===== config.mk =====
export PLATFORM = sky130hd
export DESIGN_NAME = seg7_scan_controller
export DESIGN_NICKNAME = d
export VERILOG_FILES = /design/src/rtl/seg7_scan_controller.sv
export SDC_FILE = /design/constraint.sdc
export NUM_CORES = 1
export LEC_CHECK = 0
export ABC_CLOCK_PERIOD_IN_PS = 3400
export BUFFER_PORTS_ARGS = -buffer_cell sky130_fd_sc_hd__buf_4
export CAP_MARGIN = 40
export CORE_AREA = 2 2 71 100
export CTS_CLUSTER_SIZE = 16
export DETAILED_ROUTE_END_ITERATION = 8
export DIE_AREA = 0 0 73 102
export PLACE_DENSITY = 0.77
export SYNTH_ARGS = -nofsm -noshare
export SYNTH_HDL_FRONTEND = slang
export SYNTH_SLANG_ARGS = --single-unit
export TNS_END_PERCENT = 50

===== constraint.sdc =====
create_clock -name clock -period 3.4 [get_ports clock]
set_clock_uncertainty 0.1 [all_clocks]
set_input_delay 0.34 -clock clock [delete_from_list [all_inputs] [get_ports clock]]
set_output_delay 0.34 -clock clock [all_outputs]
set_load 0.005 [all_outputs]

===== src/rtl/seg7_scan_controller.sv =====
// Time-multiplexed hex driver for NUM_DIGITS 7-segment digits, with a shadow buffer committed at frame wrap.
// Latency: pins are registered, 1 cycle after an index change or commit.
// Backpressure: none; writes are always accepted, and the last write before the wrap tick wins.
`default_nettype none

module seg7_scan_controller #(
    parameter int NUM_DIGITS     = 4,
    parameter int REFRESH_DIV    = 50000,
    parameter bit SEG_ACTIVE_LOW = 1'b1,
    parameter bit AN_ACTIVE_LOW  = 1'b1
) (
    input  logic                      clock,
    input  logic                      reset_n,
    input  logic                      wr_en,
    input  logic [4*NUM_DIGITS-1:0]   wr_data,
    input  logic [NUM_DIGITS-1:0]     wr_dp,
    input  logic [NUM_DIGITS-1:0]     wr_blank,
    input  logic                      lz_suppress,
    output logic [6:0]                seg_out,
    output logic                      dp_out,
    output logic [NUM_DIGITS-1:0]     an_out,
    output logic                      frame_tick,
    output logic                      pending
);

    localparam int CW = (REFRESH_DIV > 1) ? $clog2(REFRESH_DIV) : 1;
    localparam int IW = (NUM_DIGITS > 1) ? $clog2(NUM_DIGITS) : 1;
    localparam logic [CW-1:0] CNT_MAX = CW'(REFRESH_DIV - 1);
    localparam logic [IW-1:0] IDX_MAX = IW'(NUM_DIGITS - 1);
    localparam logic [6:0] SEG_OFF = {7{SEG_ACTIVE_LOW}};
    localparam logic DP_OFF = SEG_ACTIVE_LOW;
    localparam logic [NUM_DIGITS-1:0] AN_OFF = {NUM_DIGITS{AN_ACTIVE_LOW}};

    logic [CW-1:0]             cnt_q, cnt_d;
    logic [IW-1:0]             idx_q, idx_d;
    logic [4*NUM_DIGITS-1:0]   sh_data_q, sh_data_d;
    logic [NUM_DIGITS-1:0]     sh_dp_q, sh_dp_d;
    logic [NUM_DIGITS-1:0]     sh_blank_q, sh_blank_d;
    logic                      pending_q, pending_d;
    logic [4*NUM_DIGITS-1:0]   disp_data_q, disp_data_d;
    logic [NUM_DIGITS-1:0]     disp_dp_q, disp_dp_d;
    logic [NUM_DIGITS-1:0]     disp_blank_q, disp_blank_d;
    logic                      frame_tick_q, frame_tick_d;
    logic [6:0]                seg_q, seg_d;
    logic                      dp_q, dp_d;
    logic [NUM_DIGITS-1:0]     an_q, an_d;

    logic                      tick;
    logic                      wrap;
    logic [NUM_DIGITS-1:0]     supp;
    logic [NUM_DIGITS-1:0]     an_hot;
    logic [3:0]                cur_nib;
    logic                      cur_dp;
    logic                      cur_blank;
    logic                      cur_supp;

    function automatic logic [6:0] hex_to_seg(input logic [3:0] nib);
        logic [6:0] s;
        case (nib)
            4'h0: s = 7'b0111111;
            4'h1: s = 7'b0000110;
            4'h2: s = 7'b1011011;
            4'h3: s = 7'b1001111;
            4'h4: s = 7'b1100110;
            4'h5: s = 7'b1101101;
            4'h6: s = 7'b1111101;
            4'h7: s = 7'b0000111;
            4'h8: s = 7'b1111111;
            4'h9: s = 7'b1101111;
            4'hA: s = 7'b1110111;
            4'hB: s = 7'b1111100;
            4'hC: s = 7'b0111001;
            4'hD: s = 7'b1011110;
            4'hE: s = 7'b1111001;
            default: s = 7'b1110001;
        endcase
        return s;
    endfunction

    assign tick = (cnt_q == CNT_MAX);
    assign wrap = tick && (idx_q == IDX_MAX);

    always_comb begin
        cnt_d = tick ? '0 : cnt_q + 1'b1;
        idx_d = idx_q;
        if (tick) begin
            idx_d = (idx_q == IDX_MAX) ? '0 : idx_q + 1'b1;
        end
        frame_tick_d = wrap;
    end

    // A write landing on the wrap tick bypasses the shadow so it is not delayed a whole frame.
    always_comb begin
        sh_data_d    = sh_data_q;
        sh_dp_d      = sh_dp_q;
        sh_blank_d   = sh_blank_q;
        pending_d    = pending_q;
        disp_data_d  = disp_data_q;
        disp_dp_d    = disp_dp_q;
        disp_blank_d = disp_blank_q;
        if (wr_en) begin
            sh_data_d  = wr_data;
            sh_dp_d    = wr_dp;
            sh_blank_d = wr_blank;
        end
        if (wrap) begin
            pending_d = 1'b0;
            if (wr_en) begin
                disp_data_d  = wr_data;
                disp_dp_d    = wr_dp;
                disp_blank_d = wr_blank;
            end else if (pending_q) begin
                disp_data_d  = sh_data_q;
                disp_dp_d    = sh_dp_q;
                disp_blank_d = sh_blank_q;
            end
        end else if (wr_en) begin
            pending_d = 1'b1;
        end
    end

    // Walk from the most significant digit down; a digit is suppressed while everything above it is zero.
    always_comb begin
        logic zero_above;
        zero_above = 1'b1;
        supp       = '0;
        an_hot     = '0;
        cur_nib    = 4'h0;
        cur_dp     = 1'b0;
        cur_blank  = 1'b0;
        cur_supp   = 1'b0;
        for (int i = NUM_DIGITS - 1; i >= 0; i--) begin
            zero_above = zero_above & (disp_data_q[4*i +: 4] == 4'h0);
            supp[i]    = lz_suppress & zero_above & (i != 0);
            if (IW'(i) == idx_q) begin
                an_hot[i] = 1'b1;
                cur_nib   = disp_data_q[4*i +: 4];
                cur_dp    = disp_dp_q[i];
                cur_blank = disp_blank_q[i];
                cur_supp  = supp[i];
            end
        end
    end

    always_comb begin
        logic [6:0]            seg_act;
        logic                  dp_act;
        logic [NUM_DIGITS-1:0] an_act;
        seg_act = '0;
        dp_act  = 1'b0;
        an_act  = '0;
        if (!cur_blank) begin
            an_act  = an_hot;
            dp_act  = cur_dp;
            seg_act = cur_supp ? 7'b0 : hex_to_seg(cur_nib);
        end
        seg_d = seg_act ^ SEG_OFF;
        dp_d  = dp_act ^ DP_OFF;
        an_d  = an_act ^ AN_OFF;
    end

    always_ff @(posedge clock or negedge reset_n) begin
        if (!reset_n) begin
            cnt_q        <= '0;
            idx_q        <= '0;
            sh_data_q    <= '0;
            sh_dp_q      <= '0;
            sh_blank_q   <= '0;
            pending_q    <= 1'b0;
            disp_data_q  <= '0;
            disp_dp_q    <= '0;
            disp_blank_q <= '0;
            frame_tick_q <= 1'b0;
            seg_q        <= SEG_OFF;
            dp_q         <= DP_OFF;
            an_q         <= AN_OFF;
        end else begin
            cnt_q        <= cnt_d;
            idx_q        <= idx_d;
            sh_data_q    <= sh_data_d;
            sh_dp_q      <= sh_dp_d;
            sh_blank_q   <= sh_blank_d;
            pending_q    <= pending_d;
            disp_data_q  <= disp_data_d;
            disp_dp_q    <= disp_dp_d;
            disp_blank_q <= disp_blank_d;
            frame_tick_q <= frame_tick_d;
            seg_q        <= seg_d;
            dp_q         <= dp_d;
            an_q         <= an_d;
        end
    end

    assign seg_out    = seg_q;
    assign dp_out     = dp_q;
    assign an_out     = an_q;
    assign frame_tick = frame_tick_q;
    assign pending    = pending_q;

endmodule

`default_nettype wire

==> flow_metrics.py, run 1 <==
metrics = {
    "run_status": {
        "status": "completed",
    },
    "sta": {
        "slew_viol_final": 0,
        "hold_viol_final": 0,
        "fmax_mhz": 347,
        "max-slew-margin-rel_pct": 42.1,
        "post-route-period-util_pct": 84.8,
        "setup_violations": 0,
        "rsz0062_at_grt": "false",
        "period_minus_slack_ns": 2.88,
        "fin_tns_setup_ns": 0,
        "tightest_slew_ns": 0.868,
    },
    "logic_synthesis": {
        "ys_seq_area_share_pct": 54.7,
        "synth_area_leaders": "dfrtp_1, dfstp_2, mux2_2",
        "yosysUniqueCellTypes": 48,
        "avgSynthCellArea_um2": 12.8,
        "synth-seq-cells": 80,
        "synthCells": 288,
        "synth_top_area_share_pct": 46.2,
        "ys_async_sr_fraction_pct": 100,
        "synth_nets": 327,
        "ys_warn_count": 0,
        "synth.most_common_cell": "dfrtp_1",
        "synthesis.area_um2": 3680,
        "synth_common_cells": "dfrtp_1, mux2_2, nand2_1",
        "synth_edf_count": 0,
        "synth_top_area_cell": "dfrtp_1",
        "synthFlopType": "dfrtp_1",
    },
    "clocking": {
        "htree_levels": 3,
        "cts_tree": "built",
        "cts_resized": 0,
        "cts_buffer_depth": 2,
        "path_clk_slew_ns": 0.09,
        "numCtsBuffers": 9,
        "insertion_delay_ns": 0.35,
        "cts_root_buffer": "clkbuf_8",
        "cts_sinks": 80,
    },
    "global_route": {
        "antenna_found_initial": 0,
        "grt_pass1_wl_um": 11300,
        "grt_max_degree": 48,
        "grtUsageTotal_pct": 19.8,
        "grt.overflow.total": 0,
        "grt_pass1_vias": 2367,
    },
    "finish": {
        "syn_to_final_growth_pct": 15.4,
        "fillCellCount": 493,
        "final_util_pct": 65.2,
        "stdcell_count": 412,
        "diodes": 0,
        "drive_gt1_share_pct": 37.0,
        "nNetsFinal": 372,
    },
    "die": {
        "fp.dieW_um": 73,
        "die_area_um2": 7450,
        "fp.coreArea_um2": 6530,
        "die_h_um": 102,
        "rows": 35,
        "initial_core_util_pct": 56.5,
        "floorplan.io_pins": 42,
    },
    "setup_path": {
        "setup.worst_path.end_class": "flop",
        "crit_arrival_ns": 3.05,
        "r2r-start": "idx_q[0]$_DFFE_PN0N_",
        "crit_start": "idx_q[0]$_DFFE_PN0N_",
        "critPathRequiredTime_ns": 3.57,
        "cp.depth": 9,
        "slowest_stage": "a221oi_2",
        "r2r_cells": 9,
        "path_cells": "inv_1 -> ha_1 -> and2b_1 -> a22oi_1 -> a221oi_2 -> inv_1 -> ha_1 -> or3_1 -> o211ai_1",
        "path_delay_family": "simple AND/OR/NAND/NOR gates",
        "cp_max_fo": 12,
        "cp-start-kind": "flop",
        "crit_buf_inv": 2,
        "crit_type": "reg -> reg",
        "slowest_delay_ns": 0.44,
    },
    "routing": {
        "finalWirelength_um": 6550,
        "vias_per_cell": 5.62,
        "dr.first_iter.drc_count": 106,
        "remaining_drc_errors": 0,
        "post_drt_wl_per_cell_um": 15.9,
        "first_pass_iters": 4,
        "ant_nets": 0,
        "routed-via-count": 2315,
    },
    "placement": {
        "port_buffers": 41,
        "dp_cells": 395,
        "gp_congestion": 0.864,
        "dp_hpwl_um": 4560,
    },
    "pwr": {
        "total_power_w": 0.00177,
        "p_per_area_nw_per_um2": 417,
        "ir_worst_vdd_mv": 0.323,
        "power_frac_seq_pct": 55.7,
        "power_frac_clock_pct": 39.1,
        "p_sw_w": 0.000400,
        "p_int_w": 0.00137,
        "swShare_pct": 22.6,
        "leakage_nw": 1.93,
        "comb_power_share_pct": 5.3,
    },
    "worst_hold_path": {
        "hold_start": "wr_data[10]",
        "holdCritPathClass": "in -> reg",
        "holdPathStages": 2,
    },
    "job": {
        "drv_cap": 0,
    },
}
## flip-flops by register name, indices dropped and copies added (netlist names), 7 cells and up
name / cells
cnt_q: 16
disp_data_q: 16
sh_data_q: 16
seg_out: 7
## cells in the final DEF, fill, tap and decap left out, types with 9 or more instances in the layout
cell      count
xor2_1       10
dfrtp_1      68
mux2_2       28
nor2_1       18
clkbuf_8      9
dfstp_2      12
mux2_4       20
inv_1         9
ha_1         11
nand3_1      10
buf_4        45
nand2_1      23
## path summary, 6_finish.rpt
path                                             end  slack, ns
max                             seg_out[1]$_DFF_PN1_       0.52
min                        sh_data_q[10]$_DFFE_PN0P_       0.14
max reg2reg                     seg_out[1]$_DFF_PN1_       0.52
min reg2reg                       cnt_q[0]$_DFF_PN0_       0.39
max in group asynchronous           dp_out$_DFF_PN1_       2.24
min in group asynchronous  sh_data_q[10]$_DFFE_PN0P_       0.36
## final cells by class
cell class / instances / area, um^2 / area share, %
Clock inverter: 6 / 68.8 / 1.62
Multi-Input combinational cell: 186 / 1540 / 36.1
Sequential cell: 80 / 2020 / 47.4
Timing Repair Buffer: 47 / 375 / 8.83
Clock buffer: 10 / 128 / 3.00
Inverter: 9 / 33.8 / 0.795
Tap cell: 74 / 92.6 / 2.18
## repair_timing
action,in CTS,in global routing
hold buffers,1,0
buffers inserted,0,0
hold endpoints to repair,23,0
## layer usage
metal	global-route usage [%]	vias up	part of all wire, %
met2	33.3	61	53
met3	4.83	7	3.6
met4	6.70	0	0.96
met5	0	-	0
met1	25.0	1151	42
li1	-	1096	-
## power groups by stage
stage	clock network [W]	registers, W	logic [W]
after floorplan	0	0.00100	0.0000418
after detailed placement	0	0.00101	0.0000967
final	0.000692	0.000986	0.0000937
after global routing	0.000749	0.000989	0.000107
after global placement	0	0.00100	0.0000903
after CTS	0.000705	0.000987	0.0000980
## stage by stage
step | worst slack (ns) | instance area [um^2] | hold slack [ns]
floorplan | 0.873 | 3680 | -0.0556
global placement | 0.698 | 4020 | 0.369
detailed placement | 0.587 | 4050 | 0.215
CTS | 0.542 | 4250 | 0.127
global route | 0.361 | 4250 | 0.122
finish | 0.518 | 4250 | 0.137
## cells by family (layout without fill, tap and decap cells)
logic type | after synthesis | after routing | synth area share, %
xor+xnor | 15 | 15 | 3.57
mux | 49 | 49 | 17.0
flops | 80 | 80 | 54.7
compound gates | 27 | 27 | 5.77
buf+inv | 22 | 72 | 3.57
simple gates | 84 | 84 | 11.6
fa+ha+maj | 11 | 11 | 3.74
(Power assumes the default switching activity.)
==> run 2: changes to the inputs <==
- ABC_CLOCK_PERIOD_IN_PS: 3400 -> 3000
- clock period: 3.4 -> 3 ns (I/O delays scaled with it)
==> run 2 against run 1 <==
Compared with the run above:
- cell count is the same
- core utilization grew 0.42 points
- count of clock-buffer cells in the layout grew 1
- highest routed layer unchanged
- clock power grew 22%
- largest cell class unchanged
- worst setup slack lost 0.22 ns
- combinational power grew 12%
==> flow_metrics.py, run 2 (synthesis gave the netlist of run 1 again) <==
metrics = {
    "run_status": {
        "status": "completed",
    },
    "routing": {
        "dr.first_iter.drc_count": 147,
        "post_drt_wl_per_cell_um": 15.8,
        "routed-via-count": 2303,
        "ant_nets": 0,
        "remaining_drc_errors": 0,
        "first_pass_iters": 4,
        "vias_per_cell": 5.59,
        "finalWirelength_um": 6500,
    },
    "sta": {
        "slew_viol_final": 0,
        "period_minus_slack_ns": 2.71,
        "fin_tns_setup_ns": 0,
        "setup_violations": 0,
        "tightest_slew_ns": 0.617,
        "post-route-period-util_pct": 90.2,
        "max-slew-margin-rel_pct": 58.6,
        "holdWs_ns": 0.0992,
        "hold_viol_final": 0,
        "fmax_mhz": 370,
        "rsz0062_at_grt": "false",
    },
    "finish": {
        "syn_to_final_growth_pct": 16.1,
        "drive_gt1_share_pct": 37.0,
        "stdcell_count": 412,
        "final_common_cell": "dfrtp_1",
        "nNetsFinal": 373,
        "mostFrequentLayoutCells": "dfrtp_1, buf_4, mux2_2",
        "diodes": 0,
        "fillCellCount": 509,
        "reg_top3": "cnt_q (16), disp_data_q (16), sh_data_q (16)",
    },
    "die": {
        "initial_core_util_pct": 56.5,
        "fp.coreArea_um2": 6530,
        "die_area_um2": 7450,
        "die_h_um": 102,
        "floorplan.io_pins": 42,
        "fp.dieW_um": 73,
        "rows": 35,
    },
    "clocking": {
        "cts_root_buffer": "clkbuf_8",
        "path_clk_slew_ns": 0.08,
        "htree_levels": 3,
        "cts_buffer_depth": 2,
        "cts_tree": "built",
        "cts_sinks": 80,
        "numCtsBuffers": 9,
        "post_cts_buffers": 0,
        "insertion_delay_ns": 0.35,
    },
    "setup_path": {
        "cp_max_fo": 12,
        "crit_type": "reg -> reg",
        "crit_arrival_ns": 2.87,
        "setup.worst_path.end_class": "flop",
        "cp-start-kind": "flop",
        "critPathRequiredTime_ns": 3.16,
    },
    "global_route": {
        "grt.overflow.total": 0,
        "grtUsageTotal_pct": 19.7,
        "grt_pass1_wl_um": 11200,
        "antenna_found_initial": 0,
        "grt_pass1_vias": 2349,
        "grt_max_degree": 46,
    },
    "worst_hold_path": {
        "holdCritPathClass": "in -> reg",
    },
    "placement": {
        "dp_hpwl_um": 4590,
        "gp_congestion": 0.860,
        "port_buffers": 41,
        "dp_cells": 396,
    },
    "pwr": {
        "leakage_nw": 1.96,
        "ir_worst_vdd_mv": 0.337,
        "p_per_area_nw_per_um2": 483,
    },
    "job": {
        "drv_cap": 0,
    },
}
-- run 2: metal layers --
metal | up-vias | share of wire [%] | GRT usage, %
li1 | 1094 | - | -
met1 | 1133 | 42 | 24.8
met2 | 59 | 52 | 32.2
met3 | 17 | 3.5 | 3.35
met4 | 0 | 2.4 | 11.1
met5 | - | 0 | 0
-- run 2: final cells by class --
cell class	instances	area, um^2	area share, %
Inverter	9	33.8	0.789
Clock inverter	4	70.1	1.64
Tap cell	74	92.6	2.16
Timing Repair Buffer	48	388	9.06
Multi-Input combinational cell	186	1540	35.9
Sequential cell	80	2020	47.1
Clock buffer	11	141	3.30
-- run 2: worst max-delay path, stage by stage (launching register included) --
cell	delay [ns]
dfrtp_1	0.41
inv_1	0.10
ha_1	0.33
and2b_1	0.31
a22oi_1	0.10
a221oi_1	0.29
buf_4	0.19
inv_1	0.07
ha_1	0.19
or3_1	0.38
o221ai_1	0.09
nand2_1	0.08
-- run 2: report_power, final --
group / switching [W] / internal [W] / leakage [nW] / total (W)
combinational: 0.0000487 / 0.0000564 / 0.849 / 0.000105
clock: 0.000359 / 0.000484 / 0.109 / 0.000844
sequential: 0.00000765 / 0.00111 / 1.00 / 0.00112
-- run 2: metrics by stage --
stage	total power (W)	instance area [um^2]	worst slack (ns)	utilization, %
2_1_floorplan	0.00118	3680	0.473	-
3_3_place_gp	0.00124	4040	0.473	61.9
3_5_place_dp	0.00125	4060	0.350	62.2
4_1_cts	0.00209	4280	0.326	65.6
5_1_grt	0.00215	4280	0.123	65.6
6_report	0.00207	4280	0.295	65.6
-- run 2: path summary, 6_finish.rpt --
path	from	endpoint	slack (ns)	cells after the start
worst max-delay path	idx_q[0]$_DFFE_PN0N_	seg_out[0]$_DFF_PN1_	0.29	11
worst min-delay path	wr_data[10]	sh_data_q[10]$_DFFE_PN0P_	0.1	2
worst max register to register	idx_q[0]$_DFFE_PN0N_	seg_out[0]$_DFF_PN1_	0.29	11
worst min register to register	cnt_q[7]$_DFF_PN0_	cnt_q[7]$_DFF_PN0_	0.39	1
max in group asynchronous	reset_n	an_out[0]$_DFF_PN1_	1.84	3
min in group asynchronous	reset_n	sh_data_q[10]$_DFFE_PN0P_	0.33	2
-- run 2: timing repair --
action / 4_1_cts / 5_1_grt
setup endpoints to repair: 0 / 0
hold buffers: 1 / 0
gates resized for setup: 0 / 0
hold endpoints to repair: 25 / 0
